**src/rtl/pipelined_adder_16bit.sv**
```systemverilog
// Four-stage 16-bit adder built from 4-bit carry-lookahead slices.
// Nibble k of the sum is formed in stage k. The carry between nibbles is
// registered, and the upper operand nibbles are skewed along the pipe with it.
// Stage 4 is the output register. It can optionally saturate on signed overflow.
module pipelined_adder_16bit #(
  parameter bit SATURATE = 1'b0
) (
  input  logic        clk,
  input  logic        rst,
  input  logic        in_valid,
  output logic        in_ready,
  input  logic [15:0] a_in,
  input  logic [15:0] b_in,
  input  logic        c_in,
  output logic        out_valid,
  input  logic        out_ready,
  output logic [15:0] sum,
  output logic        c_out,
  output logic        overflow
);

  // Returns {carry_out, sum[3:0]} of a 4-bit generate/propagate lookahead slice.
  function automatic logic [4:0] cla4(input logic [3:0] a, input logic [3:0] b,
                                      input logic cin);
    logic [3:0] g;
    logic [3:0] p;
    logic [4:0] c;
    g    = a & b;
    p    = a ^ b;
    c[0] = cin;
    c[1] = g[0] | (p[0] & c[0]);
    c[2] = g[1] | (p[1] & g[0]) | (p[1] & p[0] & c[0]);
    c[3] = g[2] | (p[2] & g[1]) | (p[2] & p[1] & g[0]) | (p[2] & p[1] & p[0] & c[0]);
    c[4] = g[3] | (p[3] & g[2]) | (p[3] & p[2] & g[1]) | (p[3] & p[2] & p[1] & g[0])
         | (p[3] & p[2] & p[1] & p[0] & c[0]);
    return {c[4], p ^ c[3:0]};
  endfunction

  // Clamp toward the sign of the operands when the signed sum overflowed.
  // Overflow can only occur when both operands share a sign, so a[15] alone picks the rail.
  function automatic logic signed [15:0] saturate(input logic signed [15:0] raw,
                                                   input logic ovf,
                                                   input logic a_sign);
    logic signed [15:0] res;
    res = raw;
    if (SATURATE && ovf) begin
      res = a_sign ? 16'sh8000 : 16'sh7FFF;
    end
    return res;
  endfunction

  logic               stall;
  logic               vld_p1, vld_p2, vld_p3;
  logic [3:0]         sum_p1;
  logic [7:0]         sum_p2;
  logic [11:0]        sum_p3;
  logic               cy_p1, cy_p2, cy_p3;
  logic [15:4]        a_p1, b_p1;
  logic [15:8]        a_p2, b_p2;
  logic [15:12]       a_p3, b_p3;
  logic [4:0]         slice1, slice2, slice3, slice4;
  logic signed [15:0] raw_p4;
  logic               c15_p4;
  logic               ovf_p4;

  assign stall    = out_valid && !out_ready;
  assign in_ready = !stall;

  assign slice1 = cla4(a_in[3:0], b_in[3:0], c_in);
  assign slice2 = cla4(a_p1[7:4], b_p1[7:4], cy_p1);
  assign slice3 = cla4(a_p2[11:8], b_p2[11:8], cy_p2);
  assign slice4 = cla4(a_p3[15:12], b_p3[15:12], cy_p3);

  // The carry into bit 15 is recovered from the sum bit: s15 = a15 ^ b15 ^ c15.
  assign raw_p4 = {slice4[3:0], sum_p3};
  assign c15_p4 = slice4[3] ^ a_p3[15] ^ b_p3[15];
  assign ovf_p4 = c15_p4 ^ slice4[4];

  // Valid bits: a rigid shift that freezes completely while the output is stalled.
  always_ff @(posedge clk) begin
    if (rst) begin
      vld_p1    <= 1'b0;
      vld_p2    <= 1'b0;
      vld_p3    <= 1'b0;
      out_valid <= 1'b0;
    end else if (!stall) begin
      vld_p1    <= in_valid;
      vld_p2    <= vld_p1;
      vld_p3    <= vld_p2;
      out_valid <= vld_p3;
    end
  end

  // Stages 1-3 data: completed low nibbles, the inter-nibble carry, and the skewed upper operands.
  always_ff @(posedge clk) begin
    if (!stall) begin
      // stage 1: nibble 0
      sum_p1 <= slice1[3:0];
      cy_p1  <= slice1[4];
      a_p1   <= a_in[15:4];
      b_p1   <= b_in[15:4];
      // stage 2: nibble 1
      sum_p2 <= {slice2[3:0], sum_p1};
      cy_p2  <= slice2[4];
      a_p2   <= a_p1[15:8];
      b_p2   <= b_p1[15:8];
      // stage 3: nibble 2
      sum_p3 <= {slice3[3:0], sum_p2};
      cy_p3  <= slice3[4];
      a_p3   <= a_p2[15:12];
      b_p3   <= b_p2[15:12];
    end
  end

  // Stage 4 output register: loaded only by a valid result, cleared only by reset.
  always_ff @(posedge clk) begin
    if (rst) begin
      sum      <= 16'h0000;
      c_out    <= 1'b0;
      overflow <= 1'b0;
    end else if (!stall && vld_p3) begin
      sum      <= saturate(raw_p4, ovf_p4, a_p3[15]);
      c_out    <= slice4[4];
      overflow <= ovf_p4;
    end
  end

endmodule

```
**config.mk**
```make
export PLATFORM = sky130hd
export DESIGN_NAME = pipelined_adder_16bit
export DESIGN_NICKNAME = d
export VERILOG_FILES = /design/src/rtl/pipelined_adder_16bit.sv
export SDC_FILE = /design/constraint.sdc
export NUM_CORES = 1
export LEC_CHECK = 0
export ABC_CLOCK_PERIOD_IN_PS = 3000
export BUFFER_PORTS_ARGS = -buffer_cell sky130_fd_sc_hd__clkbuf_2
export CAP_MARGIN = 15
export CORE_UTILIZATION = 55
export DETAILED_ROUTE_END_ITERATION = 8
export PLACE_DENSITY = 0.76
export SETUP_SLACK_MARGIN = 0.3
export SLEW_MARGIN = 20
export SYNTH_ARGS = -nofsm -noshare
export SYNTH_HDL_FRONTEND = slang
export SYNTH_SLANG_ARGS = --single-unit
```
**constraint.sdc**
```tcl
create_clock -name clk -period 3 [get_ports clk]
set_clock_uncertainty 0.2 [all_clocks]
set_input_delay 0.6 -clock clk [delete_from_list [all_inputs] [get_ports clk]]
set_output_delay 0.6 -clock clk [all_outputs]
set_load 0.05 [all_outputs]
```
==> results.py <==
metrics = {
    "status": {
        "status": "finished clean",
    },
    "finish": {
        "nFillCells": 458,
        "multi_input_area_um2": 868,
        "register_area_mm2": 0.00269,
        "final_cell_mix": "75 x edfxtp_1, 56 x clkbuf_2, 32 x nand2_1",
        "area_growth_pct": 16.0,
        "final_area_mm2": 0.00423,
        "antenna_cells": 0,
        "finish.utilization_pct": 66.3,
        "nets": 365,
        "drive_gt1_share_pct": 23.3,
        "layout_commonest_cell": "edfxtp_1",
    },
    "cts": {
        "cts_tree": "built",
        "root_buffer": "clkbuf_8",
        "cts_buffer_depth": 2,
        "path_clk_slew_ns": 0.09,
        "clock_latency_ns": 0.34,
        "postCtsSetupRepairBufs": 0,
        "clock-sinks": 97,
        "cts-resized-gates": 0,
        "htree_levels": 3,
        "cts_buffers": 9,
        "ctsHoldBuffers": 0,
    },
    "global_routing": {
        "antenna_found_initial": 0,
        "grt_pass1_vias": 1890,
        "grt_pass1_wl_mm": 8.18,
        "grt_overflow": 0,
        "grt_max_degree": 68,
        "track_usage_pct": 15.3,
    },
    "worst_setup_path": {
        "crit_slowest_cell": "clkbuf_2",
        "slowest_delay_ns": 0.34,
        "startpoint_type": "primary input",
        "cpMostUsedCell": "clkbuf_2",
        "crit_type": "in2out",
        "critical_path.endpoint_type": "primary output",
        "worstPathRequired_ns": 2.20,
        "cp_max_fo": 17,
        "r2r_setup_slack_ns": 0.93,
        "path_cells": "clkbuf_2 -> nand2b_4 -> clkbuf_2",
        "crit_arrival_ns": 1.28,
    },
    "sta": {
        "tightest_slew_ns": 0.621,
        "rsz0062_at_grt": "no",
        "slew_headroom_pct": 58.6,
        "drv_slew": 0,
        "fmax_ghz": 0.481,
        "setup_viol": 0,
        "hold_viol": 0,
        "post-route-period-util_pct": 69.4,
        "fin_crit_ns": 2.08,
        "setup_tns_ns": 0,
    },
    "place": {
        "io_buffers": 56,
        "routabilityCongestion": 0.722,
        "place_area_mm2": 0.00403,
        "post-dp-hpwl_mm": 3.30,
    },
    "yosys": {
        "postSynthCellCount": 246,
        "synth-edff-count": 75,
        "synth-main-ff-cell": "edfxtp_1",
        "netlist_area_mm2": 0.00365,
        "ys_seq_area_share_pct": 73.8,
        "synth_fp_nets": 303,
        "ys_ff_latch": 97,
        "ys_types": 26,
        "yosysWarnings": 0,
        "syn_avg_cell_area_um2": 14.8,
        "async_flop_share_pct": 0,
    },
    "floorplan": {
        "start_util_pct": 57.1,
        "rows": 29,
        "ioPinCount": 57,
        "die_w_um": 83.4,
        "core_area_mm2": 0.00639,
        "die_area_mm2": 0.00696,
        "fp.dieH_um": 83.4,
    },
    "routing": {
        "firstDrtPassIters": 4,
        "drc_errors": 0,
        "postRouteWirelength_mm": 4.77,
        "drt_iter0_markers": 86,
        "wl_per_cell_um": 12.2,
        "viasPerCell": 4.98,
        "vias": 1944,
        "ant_nets": 0,
    },
    "hold_path": {
        "hold_class": "reg2reg",
    },
    "power": {
        "p_seq_share_pct": 59.7,
        "total_power_mw": 2.74,
        "p_switching_uw": 584,
        "max-vdd-ir-drop_v": 0.000423,
        "p_sw_share_pct": 21.3,
        "p_int_mw": 2.16,
        "pwr-share-comb_pct": 8.5,
        "powerDensity_mw_per_mm2": 647,
        "clockPowerShare_pct": 31.8,
        "leakagePower_nw": 1.75,
    },
    "job": {
        "drv_cap": 0,
    },
}
worst max-delay path: cells and delay by family:
kind	cells	cell delay, ns
buffers and inverters	2	0.42
AND/OR/NAND/NOR	1	0.25
registers in the layout (all words and copies together), names as in the netlist, 8 cells and up:
register,flops
b_p1,12
b_p2,8
sum_p3,12
a_p1,12
sum,16
sum_p2,8
a_p2,8
path summary, 6_finish.rpt:
path	start	to	cells past startpoint
hold reg to reg	sum_p2[4]	sum_p3[4]	0
hold / removal	sum_p2[4]	sum_p3[4]	0
setup / recovery	out_ready	in_ready	3
setup reg to reg	a_p3[13]	overflow	6
power groups by stage:
| stage | Sequential [mW] | Clock [mW] | Combinational [mW] |
|---|---|---|---|
| after floorplan | 1.68 | 0 | 0.144 |
| after global placement | 1.66 | 0 | 0.225 |
| after detailed placement | 1.67 | 0 | 0.235 |
| after CTS | 1.64 | 0.893 | 0.237 |
| after global routing | 1.65 | 0.943 | 0.262 |
| final | 1.64 | 0.870 | 0.234 |
synth_stat cells, types with 3 or more instances:
cell type   n  area share [%]
edfxtp_1   75              62
nand2_1    32             3.3
a21oi_1    22             3.0
dfxtp_1    22              12
inv_1      18             1.9
ha_1       16             5.5
xnor2_1    13             3.1
nor2_1      9            0.93
a21o_1      4            0.82
buf_2       4            0.55
fa_1        4             2.2
nand2b_1    4            0.69
o21ai_0     4            0.55
nor2b_1     3            0.51
routing by layer:
layer / part of all wire [%] / track usage (%) / up-vias
li1: - / - / 990
met3: 4.7 / 3.98 / 7
met4: 1.6 / 8.32 / 0
met5: 0 / 0 / -
met2: 47 / 24.5 / 47
met1: 46 / 19.3 / 900
final cells by class:
class,count,share of cell area [%]
Sequential cell,97,63.6
Multi-Input combinational cell,125,20.5
Timing Repair Buffer,57,7.09
Clock buffer,9,2.93
Tap cell,77,2.28
Clock inverter,7,2.01
Inverter,18,1.60
logic make-up (layout without fill, tap and decap cells):
group                      after synthesis  after routing  share of synthesized area [%]
AOI/OAI and AO/OA                       37             37                           5.93
xor gates and xnor gates                14             14                           3.36
adders and majority gates               20             20                           7.68
buffers and inverters                   24             91                           2.61
DFF                                     97             97                           73.8
muxes                                    2              2                          0.549
and+or+nand+nor                         52             52                           6.07
stage by stage:
stage	worst slack [ns]	hold WS (ns)	cells
2_1_floorplan	0.593	0.200	246
3_3_place_gp	0.892	0.201	374
3_5_place_dp	0.810	0.205	374
4_1_cts	0.915	0.207	390
5_1_grt	0.862	0.203	390
6_report	0.919	0.215	390
No activity file was read; power rests on OpenSTA's default activity.
